`config.mk`:
```
export PLATFORM = sky130hd
export DESIGN_NAME = key_entry_flat
export DESIGN_NICKNAME = d
export VERILOG_FILES = /design/src/rtl/calc_pkg.sv /design/src/rtl/key_entry_if.sv /design/src/rtl/bcd_entry_reg.sv /design/src/rtl/key_entry.sv /design/src/flat_wrapper.sv
export SDC_FILE = /design/constraint.sdc
export NUM_CORES = 1
export LEC_CHECK = 0
export CORE_MARGIN = 10
export CORE_UTILIZATION = 45
export CTS_CLUSTER_SIZE = 20
export DETAILED_ROUTE_END_ITERATION = 16
export PLACE_DENSITY = 0.72
export SLEW_MARGIN = 25
export SYNTH_ARGS = -nofsm -noshare
export SYNTH_HDL_FRONTEND = slang
export SYNTH_HIERARCHICAL = 1
export SYNTH_SLANG_ARGS = --single-unit
```
`constraint.sdc`:
```
create_clock -name clk -period 6.02 [get_ports clk]
set_clock_uncertainty 0.15 [all_clocks]
set_input_delay 0.602 -clock clk [delete_from_list [all_inputs] [get_ports clk]]
set_output_delay 0.602 -clock clk [all_outputs]
set_load 0.03 [all_outputs]
```
`src/rtl/calc_pkg.sv`:
```
// Shared definitions for the calculator front end: key codes, ALU op encodings,
// sequencer states and default operand geometry.
package calc_pkg;

    localparam int DEF_INT_DIGITS  = 6;
    localparam int DEF_FRAC_DIGITS = 6;

    localparam logic [4:0] KEY_DOT = 5'd10;
    localparam logic [4:0] KEY_ADD = 5'd11;
    localparam logic [4:0] KEY_SUB = 5'd12;
    localparam logic [4:0] KEY_MUL = 5'd13;
    localparam logic [4:0] KEY_DIV = 5'd14;
    localparam logic [4:0] KEY_EQ  = 5'd15;
    localparam logic [4:0] KEY_CLR = 5'd16;

    typedef enum logic [2:0] {
        OP_ADD = 3'b000,
        OP_SUB = 3'b001,
        OP_MUL = 3'b010,
        OP_DIV = 3'b011
    } op_t;

    typedef enum logic [2:0] {
        ENTRY_INT,
        ENTRY_FRAC,
        OP_WAIT,
        RESULT,
        ISSUE,
        GAP,
        ERR
    } state_t;

    typedef enum logic [1:0] {
        CMD_NONE,
        CMD_CLEAR,
        CMD_INT,
        CMD_FRAC
    } entry_cmd_t;

    function automatic op_t key_to_op(input logic [4:0] code);
        case (code)
            KEY_SUB: return OP_SUB;
            KEY_MUL: return OP_MUL;
            KEY_DIV: return OP_DIV;
            default: return OP_ADD;
        endcase
    endfunction

endpackage

```
`src/rtl/key_entry_if.sv`:
```
// Keypad-in / ALU-out signal bundle of the key_entry sequencer.
interface key_entry_if #(
    parameter int W = 48
);
    logic         key_valid;
    logic [4:0]   key_code;
    logic         key_ready;
    logic         overflow;
    logic [W-1:0] in_bcd;
    logic [2:0]   op;
    logic         en;
    logic         alu_rst;
    logic [W-1:0] entry_bcd;
    logic         disp_acc;
    logic         err;

    modport master (
        output key_valid, key_code, overflow,
        input  key_ready, in_bcd, op, en, alu_rst, entry_bcd, disp_acc, err
    );

    modport slave (
        input  key_valid, key_code, overflow,
        output key_ready, in_bcd, op, en, alu_rst, entry_bcd, disp_acc, err
    );
endinterface

```
`src/rtl/bcd_entry_reg.sv`:
```
// Operand being typed: integer nibbles shift in from the right, fraction nibbles
// fill from the binary point downwards; extra digits are dropped.
module bcd_entry_reg
    import calc_pkg::*;
#(
    parameter int INT_DIGITS  = DEF_INT_DIGITS,
    parameter int FRAC_DIGITS = DEF_FRAC_DIGITS
) (
    input  logic                                   clk,
    input  logic                                   rst,
    input  entry_cmd_t                             cmd,
    input  logic [3:0]                             digit,
    output logic [4*(INT_DIGITS+FRAC_DIGITS)-1:0]  entry
);
    localparam int W   = 4 * (INT_DIGITS + FRAC_DIGITS);
    localparam int FW  = 4 * FRAC_DIGITS;
    localparam int ICW = $clog2(INT_DIGITS + 1);
    localparam int FCW = $clog2(FRAC_DIGITS + 1);

    logic [ICW-1:0] ic;
    logic [FCW-1:0] fc;

    always_ff @(posedge clk) begin
        if (rst || cmd == CMD_CLEAR) begin
            entry <= '0;
            ic    <= '0;
            fc    <= '0;
        end else begin
            case (cmd)
                CMD_INT: begin
                    // Leading zeros consume a slot just like any other digit.
                    if (ic < ICW'(INT_DIGITS)) begin
                        entry[W-1:FW] <= {entry[W-5:FW], digit};
                        ic            <= ic + 1'b1;
                    end
                end
                CMD_FRAC: begin
                    if (fc < FCW'(FRAC_DIGITS)) begin
                        for (int i = 0; i < FRAC_DIGITS; i++) begin
                            if (fc == FCW'(FRAC_DIGITS - 1 - i))
                                entry[4*i +: 4] <= digit;
                        end
                        fc <= fc + 1'b1;
                    end
                end
                default: ;
            endcase
        end
    end

endmodule

```
`src/rtl/key_entry.sv`:
```
// Keypad sequencer: builds BCD operands from key strokes and issues them to the
// ALU with chained-operation, divide-by-zero and overflow handling.
module key_entry
    import calc_pkg::*;
#(
    parameter int INT_DIGITS  = DEF_INT_DIGITS,
    parameter int FRAC_DIGITS = DEF_FRAC_DIGITS
) (
    input  logic        clk,
    input  logic        rst,
    key_entry_if.slave  bus
);
    localparam int W = 4 * (INT_DIGITS + FRAC_DIGITS);

    state_t       state, state_n;
    state_t       ret_state, ret_state_n;
    op_t          pending, pending_n;
    op_t          op_q, op_n;
    logic [W-1:0] in_bcd_q, in_bcd_n;
    logic         disp_q, disp_n;
    logic         alu_rst_q, alu_rst_n;
    entry_cmd_t   cmd;
    logic [W-1:0] entry;

    logic accept, is_digit, is_dot, is_opkey, is_eq, is_clr, in_entry;

    bcd_entry_reg #(
        .INT_DIGITS (INT_DIGITS),
        .FRAC_DIGITS(FRAC_DIGITS)
    ) u_entry (
        .clk  (clk),
        .rst  (rst),
        .cmd  (cmd),
        .digit(bus.key_code[3:0]),
        .entry(entry)
    );

    assign bus.key_ready = (state != ISSUE) && (state != GAP);
    assign accept        = bus.key_valid && bus.key_ready;
    assign is_digit      = bus.key_code <= 5'd9;
    assign is_dot        = bus.key_code == KEY_DOT;
    assign is_opkey      = (bus.key_code >= KEY_ADD) && (bus.key_code <= KEY_DIV);
    assign is_eq         = bus.key_code == KEY_EQ;
    assign is_clr        = bus.key_code == KEY_CLR;
    assign in_entry      = (state == ENTRY_INT) || (state == ENTRY_FRAC);

    always_ff @(posedge clk) begin
        if (rst) begin
            state     <= ENTRY_INT;
            ret_state <= OP_WAIT;
            pending   <= OP_ADD;
            op_q      <= OP_ADD;
            in_bcd_q  <= '0;
            disp_q    <= 1'b0;
            alu_rst_q <= 1'b0;
        end else begin
            state     <= state_n;
            ret_state <= ret_state_n;
            pending   <= pending_n;
            op_q      <= op_n;
            in_bcd_q  <= in_bcd_n;
            disp_q    <= disp_n;
            alu_rst_q <= alu_rst_n;
        end
    end

    always_comb begin
        state_n     = state;
        ret_state_n = ret_state;
        pending_n   = pending;
        op_n        = op_q;
        in_bcd_n    = in_bcd_q;
        disp_n      = disp_q;
        alu_rst_n   = 1'b0;
        cmd         = CMD_NONE;

        if (state == ISSUE) begin
            state_n = GAP;
        end else if (state == GAP) begin
            // The accumulator has just updated; overflow is only meaningful now.
            state_n = bus.overflow ? ERR : ret_state;
        end else if (accept && is_clr) begin
            alu_rst_n = 1'b1;
            cmd       = CMD_CLEAR;
            pending_n = OP_ADD;
            disp_n    = 1'b0;
            state_n   = ENTRY_INT;
        end else if (accept && in_entry && (is_opkey || is_eq)) begin
            if (pending == OP_DIV && entry == '0) begin
                state_n = ERR;
            end else begin
                in_bcd_n    = entry;
                op_n        = pending;
                pending_n   = is_eq ? OP_ADD : key_to_op(bus.key_code);
                ret_state_n = is_eq ? RESULT : OP_WAIT;
                disp_n      = 1'b1;
                cmd         = CMD_CLEAR;
                state_n     = ISSUE;
            end
        end else if (accept) begin
            case (state)
                ENTRY_INT: begin
                    if (is_digit) cmd = CMD_INT;
                    else if (is_dot) state_n = ENTRY_FRAC;
                end
                ENTRY_FRAC: begin
                    if (is_digit) cmd = CMD_FRAC;
                end
                OP_WAIT: begin
                    if (is_opkey) begin
                        pending_n = key_to_op(bus.key_code);
                    end else if (is_digit || is_dot) begin
                        cmd     = is_digit ? CMD_INT : CMD_NONE;
                        disp_n  = 1'b0;
                        state_n = is_digit ? ENTRY_INT : ENTRY_FRAC;
                    end else if (is_eq) begin
                        pending_n = OP_ADD;
                        state_n   = RESULT;
                    end
                end
                RESULT: begin
                    if (is_opkey) begin
                        pending_n = key_to_op(bus.key_code);
                        state_n   = OP_WAIT;
                    end else if (is_digit || is_dot) begin
                        // A fresh number after '=' starts a new calculation.
                        alu_rst_n = 1'b1;
                        cmd       = is_digit ? CMD_INT : CMD_NONE;
                        pending_n = OP_ADD;
                        disp_n    = 1'b0;
                        state_n   = is_digit ? ENTRY_INT : ENTRY_FRAC;
                    end
                end
                default: ;
            endcase
        end
    end

    assign bus.en        = state == ISSUE;
    assign bus.err       = state == ERR;
    assign bus.in_bcd    = in_bcd_q;
    assign bus.op        = op_q;
    assign bus.alu_rst   = alu_rst_q;
    assign bus.disp_acc  = disp_q;
    assign bus.entry_bcd = entry;

endmodule

```
`src/flat_wrapper.sv`:
```
// flat-port wrapper written by rule: the top's interface ports become plain ports
module key_entry_flat import calc_pkg::*;
#(
    parameter int INT_DIGITS  = DEF_INT_DIGITS,
    parameter int FRAC_DIGITS = DEF_FRAC_DIGITS
)
  (clk, rst, bus_key_valid, bus_key_code, bus_overflow, bus_key_ready, bus_in_bcd, bus_op, bus_en, bus_alu_rst, bus_entry_bcd, bus_disp_acc, bus_err);
  key_entry_if #(.W(48)) bus_i ();
  input  logic clk;
  input  logic rst;
  input wire logic [$bits(bus_i.key_valid)-1:0] bus_key_valid;
  input wire logic [$bits(bus_i.key_code)-1:0] bus_key_code;
  input wire logic [$bits(bus_i.overflow)-1:0] bus_overflow;
  output wire logic [$bits(bus_i.key_ready)-1:0] bus_key_ready;
  output wire logic [$bits(bus_i.in_bcd)-1:0] bus_in_bcd;
  output wire logic [$bits(bus_i.op)-1:0] bus_op;
  output wire logic [$bits(bus_i.en)-1:0] bus_en;
  output wire logic [$bits(bus_i.alu_rst)-1:0] bus_alu_rst;
  output wire logic [$bits(bus_i.entry_bcd)-1:0] bus_entry_bcd;
  output wire logic [$bits(bus_i.disp_acc)-1:0] bus_disp_acc;
  output wire logic [$bits(bus_i.err)-1:0] bus_err;
  assign bus_i.key_valid = bus_key_valid;
  assign bus_i.key_code = bus_key_code;
  assign bus_i.overflow = bus_overflow;
  assign bus_key_ready = bus_i.key_ready;
  assign bus_in_bcd = bus_i.in_bcd;
  assign bus_op = bus_i.op;
  assign bus_en = bus_i.en;
  assign bus_alu_rst = bus_i.alu_rst;
  assign bus_entry_bcd = bus_i.entry_bcd;
  assign bus_disp_acc = bus_i.disp_acc;
  assign bus_err = bus_i.err;
  key_entry #(.INT_DIGITS(INT_DIGITS), .FRAC_DIGITS(FRAC_DIGITS)) u_core (.clk(clk), .rst(rst), .bus(bus_i));
endmodule
```
==> results of run 1 <==
[sequential cells by signal, summed over array words and instances (netlist names), 2 cells and up]
| name | count |
|---|---|
| u_core/u_entry/entry | 48 |
| u_core/u_entry/ic | 3 |
| u_core/state | 3 |
| u_core/bus.in_bcd | 48 |
| u_core/u_entry/fc | 3 |
| u_core/bus.op | 2 |
| u_core/pending | 2 |
[worst max path at each step]
stage / cells past startpoint / endpoint
6_report: 10 / u_core/u_entry/entry[13]$_SDFFE_PP0P_
5_1_grt: 10 / u_core/u_entry/entry[13]$_SDFFE_PP0P_
4_1_cts: 9 / u_core/u_entry/entry[13]$_SDFFE_PP0P_
3_5_place_dp: 9 / u_core/u_entry/entry[13]$_SDFFE_PP0P_
3_3_place_gp: 10 / u_core/u_entry/entry[12]$_SDFFE_PP0P_
2_1_floorplan: 10 / u_core/u_entry/entry[1]$_SDFFE_PP0P_
[placed cells by master (no fill, tap or decap), types with 2 or more instances in the layout]
cell	n
sky130_fd_sc_hd__dfxtp_1	112
sky130_fd_sc_hd__clkdlybuf4s50_1	110
sky130_fd_sc_hd__mux2i_1	78
sky130_fd_sc_hd__nor2_1	71
sky130_fd_sc_hd__a21oi_1	38
sky130_fd_sc_hd__o21ai_0	34
sky130_fd_sc_hd__or3b_1	24
sky130_fd_sc_hd__o211ai_1	18
sky130_fd_sc_hd__nand2_1	16
sky130_fd_sc_hd__nor4_1	16
sky130_fd_sc_hd__inv_1	10
sky130_fd_sc_hd__clkbuf_16	9
sky130_fd_sc_hd__nand2b_1	8
sky130_fd_sc_hd__ha_1	6
sky130_fd_sc_hd__nand3_1	5
sky130_fd_sc_hd__and2_1	4
sky130_fd_sc_hd__a31oi_1	4
sky130_fd_sc_hd__nand4b_1	4
sky130_fd_sc_hd__buf_4	4
sky130_fd_sc_hd__clkinv_4	3
sky130_fd_sc_hd__nor3_1	3
sky130_fd_sc_hd__and3_1	3
sky130_fd_sc_hd__nor4b_1	3
sky130_fd_sc_hd__nand4_1	3
sky130_fd_sc_hd__o31ai_1	3
sky130_fd_sc_hd__nor3b_1	2
sky130_fd_sc_hd__xor2_1	2
sky130_fd_sc_hd__o22ai_1	2
sky130_fd_sc_hd__and3b_1	2
sky130_fd_sc_hd__nor2b_1	2
sky130_fd_sc_hd__and4b_1	2
sky130_fd_sc_hd__or3_1	2
[cells in the mapped netlist, drive strengths merged (11+ instances only)]
| cell | instances |
|---|---|
| o211ai | 18 |
| nor4 | 16 |
| clkbuf | 24 |
| a21oi | 38 |
| dfxtp | 112 |
| or3b | 24 |
| nand2 | 16 |
| nor2 | 71 |
| buf | 20 |
| o21ai | 35 |
| mux2i | 78 |
| inv | 11 |
[cells by family after synthesis]
group	count (synthesis)	share of synthesized area [%]
AOI/OAI and AO/OA	115	13.6
adders and majority gates	6	1.47
and+or+nand+nor	180	19.8
DFF	112	43.8
muxes	79	15.5
other	1	0.0732
xor gates and xnor gates	3	0.513
buffers and inverters	56	5.32
[through the flow]
step                area, um2  worst slack (ns)
global route             6520              1.61
global placement         6220              1.70
detailed placement       6220              1.53
CTS                      6520              1.91
floorplan                5120              3.43
finish                   6520              1.76
[power by group through the flow]
| stage | Combinational, mW | Sequential, mW | Clock (mW) |
|---|---|---|---|
| after floorplan | 0.205 | 0.785 | 0 |
| after global placement | 0.240 | 0.810 | 0 |
| after detailed placement | 0.243 | 0.810 | 0 |
| after CTS | 0.244 | 0.792 | 0.597 |
| after global routing | 0.268 | 0.798 | 0.623 |
| final | 0.245 | 0.793 | 0.582 |
[layout make-up]
class,count,area share (%)
clock buffer,11,3.72
sequential,112,34.4
inverter,12,0.691
timing repair buffer,115,17.4
tap,140,2.69
multi-input combinational,384,40.3
clock inverter,5,0.787
[tightest hold or removal path, stage by stage (launching register included)]
cell	delay, ns
sky130_fd_sc_hd__dfxtp_1	0.33
sky130_fd_sc_hd__mux2i_1	0.07
sky130_fd_sc_hd__nor2_1	0.07
[per-layer routing]
layer  vias to the layer above  share of wire (%)  routed length [um]  global-route usage, %
li1                       2150                  -                   -                      -
met3                        18                7.5                1090                   5.71
met4                         0                1.1                 164                   4.55
met5                         -                  0                   0                      0
met2                       134                 48                6940                   29.1
met1                      2147                 44                6360                   20.7
==> results by group, run 1 <==
STA
  • Final number of max-transition violations: 0
  • Achievable frequency: 235 MHz
  • Worst slack on hold paths: 0.347 ns
  • Headroom to the max-slew limit: 41.3%
  • Measured slew at the worst slew-check pin: 0.881 ns
  • Setup_tns: 0 ns
  • RSZ-0062 raised after global routing: false
  • Min Tclk post-route: 4.26 ns
  • Number of hold-slack violations in the final timing report: 0
  • Share of the clock period used by the worst path: 70.7%
  • Total setup violations reported at the end of the flow: 0

Worst setup path
  • Total buffers and inverters traversed by the critical path: 3
  • Largest stage delay on the critical path: 0.77 ns
  • Launch point of the worst path: bus_key_code[1]
  • Maximum fanout along the worst path: 38
  • Sort of element at the start of the critical path: input pin
  • Family with the most delay on the worst path: buffers and inverters
  • Critical-path cell list: clkdlybuf4s50_1 > a21oi_1 > nor2_1 > and3_1 > and2_1 > a21oi_1 > inv_1 > o21ai_2 > buf_4 > nor2_1
  • Worst-path cell with the longest stage delay: sky130_fd_sc_hd__clkdlybuf4s50_1
  • Critical Path Sink Type: flip-flop
  • Register-to-register setup slack: 2.39 ns
  • Data required time at the worst endpoint: 6.09 ns
  • Origin of the critical flop-to-flop path: u_core/u_entry/entry[41]$_SDFFE_PP0P_
  • Endpoint of the worst-slack reg-to-reg timing path: u_core/u_entry/entry[32]$_SDFFE_PP0P_
  • Startpoint-to-endpoint class of the critical path: in2reg
  • Cell depth of the worst flop-to-flop path: 9
  • CP arrival: 4.33 ns

Power
  • Switching part of the total power: 29.3%
  • Reg power frac: 49.0%
  • Part of the power in combinational logic: 15.1%
  • Clock power share: 35.9%
  • Design internal power: 1.14 mW
  • Psw: 475 uW
  • Peak supply drop: 0.000128 V
  • Leak: 2.31 nW
  • Power density relative to cell area: 249 nW/um2
  • Total power of the final layout: 1.62 mW

Hold path
  • Beginning of the worst hold path: u_core/bus.in_bcd[42]$_SDFFE_PP0P_
  • Worst Hold Path Cells: 2
  • Hold EP: u_core/bus.in_bcd[42]$_SDFFE_PP0P_
  • Classification of the worst-slack hold path: reg2reg

Yosys
  • Library cell with the largest summed area after synthesis: sky130_fd_sc_hd__dfxtp_1
  • Netlist area before placement: 5120 um2
  • Number of flops mapped to enable cells by yosys: 0
  • Area share of the largest cell type after synthesis: 43.8%
  • Gate Count Post-Synth: 552
  • Synth Flop Type: sky130_fd_sc_hd__dfxtp_1
  • Number of flip-flops and latches in the synthesized netlist: 112
  • Syn nets: 567
  • Average cell area after synthesis: 9.28 um2
  • Register area share after synthesis: 43.8%
  • Ys async rst share: 0%
  • Warnings from Yosys: 6
  • Post-synth cell types: 62
  • Top cells by area in the synthesized netlist: sky130_fd_sc_hd__dfxtp_1 (44%), sky130_fd_sc_hd__mux2i_1 (15%), sky130_fd_sc_hd__nor2_1 (5.2%), sky130_fd_sc_hd__or3b_1 (4.1%), sky130_fd_sc_hd__a21oi_1 (3.7%)

Die
  • Number of rows in the core area: 38
  • I/O pin count: 113
  • Die boundary width: 127 um
  • Starting utilization of the core area: 46.6%
  • Vertical die dimension: 127 um
  • Die area: 16100 um2
  • Total core area: 11000 um2

Placed design
  • Post-detail-place hpwl: 10.2 mm
  • Port Buf Inserts: 111
  • Last weighted congestion value of the routability-driven placer: 0.881
  • Count of placed standard cells including taps: 763

Clocking
  • Clock insertion delay at the later pin of the skew report: 0.35 ns
  • Num CTS Buffers: 9
  • CTS resizes: 0
  • CTS Buffer Depth: 2
  • Hold-fix buffer count after cts: 0
  • CTS tree: done
  • Clock slew seen by the registers of the worst setup and hold paths: 0.07 ns
  • H-Tree Level Count: 3
  • Setup fix buffers added after clock tree synthesis: 0
  • Number of sinks driven by the clock tree: 112
  • CTS Root Cell: sky130_fd_sc_hd__clkbuf_16

Drt
  • Post-DR wirelength/cell: 18.7 um
  • Total via count after detailed routing: 4449
  • Remaining antenna violation count: 0
  • Number of iterations in the first detailed-routing pass: 5
  • Final WL: 14.6 mm
  • Initial DRC count: 213
  • Via density per instance: 5.71
  • Number of DRC violations after detailed routing: 0

Final layout
  • Area of the multi-input gates: 2630 um2
  • Antenna diodes: 0
  • NumNets Final: 649
  • Sequential cell area: 2240 um2
  • Post-route non-filler standard cell count: 779
  • Layout cell share with drive strength beyond 1: 5.01%
  • Synthesis-to-layout area growth: 27.2%
  • Filler cells: 928
  • Finished Core Util: 59.3%

GRT
  • Antenna violations before repair: 0
  • Number of global-route vias before repair: 4378
  • Total track usage: 17.3%
  • Wire length of the first global-routing pass: 23.3 mm
  • Maximum number of pins on one net before global-route repair: 53
  • GRT Residual Overflow: 0

Run
  • # Max-Cap Violations: 0

Outcome
  • Result of the run: finished clean
Power figures use the tool's default switching activity.
==> run 2, diff against run 1 <==
--- a/config.mk
+++ b/config.mk
@@ -9,7 +9,7 @@
 export CORE_UTILIZATION = 45
 export CTS_CLUSTER_SIZE = 20
 export DETAILED_ROUTE_END_ITERATION = 16
-export PLACE_DENSITY = 0.72
+export PLACE_DENSITY = 0.75
 export SLEW_MARGIN = 25
 export SYNTH_ARGS = -nofsm -noshare
 export SYNTH_HDL_FRONTEND = slang
==> constraint.sdc (replaced) <==
create_clock -name clk -period 3.9 [get_ports clk]
set_clock_uncertainty 0.15 [all_clocks]
set_input_delay 0.39 -clock clk [delete_from_list [all_inputs] [get_ports clk]]
set_output_delay 0.39 -clock clk [all_outputs]
set_load 0.03 [all_outputs]
==> results by group, run 2 (synthesis gave the netlist of run 1 again) <==
Die
  • I/O pin count: 113 (unchanged)
  • Die area: 16100 um2 (unchanged)
  • Starting utilization of the core area: 46.6% (unchanged)
  • Total core area: 11000 um2 (unchanged)
  • Number of rows in the core area: 38 (unchanged)
  • Vertical die dimension: 127 um (unchanged)
  • Die boundary width: 127 um (unchanged)

STA
  • Final number of max-transition violations: 0 (unchanged)
  • Measured slew at the worst slew-check pin: 0.678 ns (-0.203 ns)
  • Number of hold-slack violations in the final timing report: 0 (unchanged)
  • Worst slack on hold paths: 0.347 ns (-0.0000610 ns)
  • Achievable frequency: 304 MHz
  • Setup_tns: 0 ns (unchanged)
  • Headroom to the max-slew limit: 54.7% (+13 points)
  • Min Tclk post-route: 3.29 ns
  • Total setup violations reported at the end of the flow: 0 (unchanged)
  • Share of the clock period used by the worst path: 84.4%
  • RSZ-0062 raised after global routing: false

Hold path
  • Classification of the worst-slack hold path: reg2reg

Power
  • Peak supply drop: 0.000284 V (+120%)
  • Leak: 2.36 nW (+2.2%)
  • Power density relative to cell area: 383 nW/um2 (+54%)

Placed design
  • Port Buf Inserts: 111 (unchanged)
  • Last weighted congestion value of the routability-driven placer: 0.885 (+0.44%)
  • Post-detail-place hpwl: 10.6 mm (+3.8%)

Worst setup path
  • Sort of element at the start of the critical path: input pin
  • Startpoint-to-endpoint class of the critical path: in2reg
  • Largest stage delay on the critical path: 0.73 ns (-0.04 ns)
  • Critical Path Sink Type: flip-flop
  • Maximum fanout along the worst path: 38 (unchanged)
  • CP arrival: 3.36 ns (-0.97 ns)
  • Data required time at the worst endpoint: 3.97 ns (-2.12 ns)
  • Critical-path cell list: clkdlybuf4s50_1 > nand2b_1 > nor2_1 > and3_1 > and2_1 > a21oi_2 > inv_1 > o21ai_2 > buf_4 > a21oi_1
  • Worst-path cell with the longest stage delay: sky130_fd_sc_hd__clkdlybuf4s50_1

Final layout
  • Most used cells in the layout excluding fill and tap cells: sky130_fd_sc_hd__dfxtp_1 (112), sky130_fd_sc_hd__clkdlybuf4s50_1 (110), sky130_fd_sc_hd__mux2i_1 (78)
  • NumNets Final: 659 (+1.5%)
  • Commonest non-fill, non-tap cell in the layout: sky130_fd_sc_hd__dfxtp_1
  • Layout cell share with drive strength beyond 1: 6.78% (+1.8 points)
  • Synthesis-to-layout area growth: 28.8%
  • Antenna diodes: 0 (unchanged)

GRT
  • GRT Residual Overflow: 0 (unchanged)
  • Wire length of the first global-routing pass: 23.6 mm (+1.2%)
  • Total track usage: 17.5% (+0.23 points)
  • Antenna violations before repair: 0 (unchanged)
  • Number of global-route vias before repair: 4284 (-2.1%)
  • Maximum number of pins on one net before global-route repair: 53 (unchanged)

Clocking
  • CTS Buffer Depth: 2 (unchanged)
  • Num CTS Buffers: 9 (unchanged)
  • H-Tree Level Count: 3 (unchanged)
  • Number of sinks driven by the clock tree: 112 (unchanged)
  • Clock insertion delay at the later pin of the skew report: 0.35 ns (about the same)
  • Clock slew seen by the registers of the worst setup and hold paths: 0.08 ns (about the same)
  • CTS Root Cell: sky130_fd_sc_hd__clkbuf_16
  • CTS tree: done

Drt
  • Final WL: 14.8 mm (+1.9%)
  • Met3 routed WL: 1.20 mm (+10%)
  • Highest routed layer: met4
  • Wire length the detailed router placed on met1: 6.66 mm (+4.8%)
  • Number of iterations in the first detailed-routing pass: 5 (unchanged)
  • Initial DRC count: 302 (+42%)
  • Met2 WL: 6.83 mm (-1.6%)
  • Number of DRC violations after detailed routing: 0 (unchanged)
  • Via density per instance: 5.65 (-1.1%)
  • Remaining antenna violation count: 0 (unchanged)
  • Total via count after detailed routing: 4458 (+0.20%)
  • Post-DR wirelength/cell: 18.8 um (+0.60%)

Run
  • # Max-Cap Violations: 0 (unchanged)

Outcome
  • Result of the run: finished clean
## run 2: cell count changes in the layout (fill, tap and decap cells not counted), sizes merged
cell,previous run,this run
buf,5,15
clkbuf,11,9
clkinv,5,4
inv,12,14
clkinvlp,0,1
## run 2: routing by layer
layer / global-route usage [%] / vias to the layer above
met2: 27.3 / 171
li1: - / 2170
met5: 0 / -
met3: 5.04 / 12
met1: 23.4 / 2105
met4: 3.95 / 0
## run 2: cell type report
class	count	area, um2
Fill cell	971	4380
Multi-Input combinational cell	384	2630
Sequential cell	112	2240
Timing Repair Buffer	125	1210
Clock buffer	9	225
Tap cell	140	175
Clock inverter	7	72.6
Inverter	12	45.0
## run 2: power by group
part           leakage (nW)  internal, mW  switching, mW
Sequential            0.903          1.16         0.0478
Combinational          1.31         0.152          0.263
Clock                 0.143         0.453          0.452
Total                  2.36          1.77          0.763
## run 2: final timing paths
kind | startpoint | endpoint | slack (ns) | cells past startpoint
worst min-delay path | u_core/bus.in_bcd[35]$_SDFFE_PP0P_ | u_core/bus.in_bcd[35]$_SDFFE_PP0P_ | 0.35 | 2
worst max register to register | u_core/u_entry/entry[14]$_SDFFE_PP0P_ | u_core/u_entry/ic[0]$_SDFFE_PP0P_ | 0.77 | 9
worst max-delay path | bus_key_code[4] | u_core/u_entry/entry[34]$_SDFFE_PP0P_ | 0.61 | 10
worst min register to register | u_core/bus.in_bcd[35]$_SDFFE_PP0P_ | u_core/bus.in_bcd[35]$_SDFFE_PP0P_ | 0.35 | 2
## run 2: critical path: cells and delay by family
kind | cells | cell delay [ns]
buffers and inverters | 3 | 1.47
and+or+nand+nor | 4 | 0.82
AOI/OAI and AO/OA | 3 | 0.65
## run 2: metrics by stage
step / instance area, um2 / utilization [%] / worst slack (ns) / power [mW] / std cells
2_1_floorplan: 5120 / - / 1.40 / 1.53 / 552
3_3_place_gp: 6300 / 57.3 / 0.117 / 1.64 / 773
3_5_place_dp: 6300 / 57.3 / 0.0123 / 1.64 / 773
4_1_cts: 6600 / 60.1 / 0.372 / 2.53 / 789
5_1_grt: 6600 / 60.1 / 0.354 / 2.62 / 789
6_report: 6600 / 60.1 / 0.607 / 2.53 / 789
## run 2: repair_timing
action	4_1_cts	5_1_grt
gates resized for setup	0	1
hold buffers	0	0
setup buffers	0	0
endpoints found under the setup margin	0	12
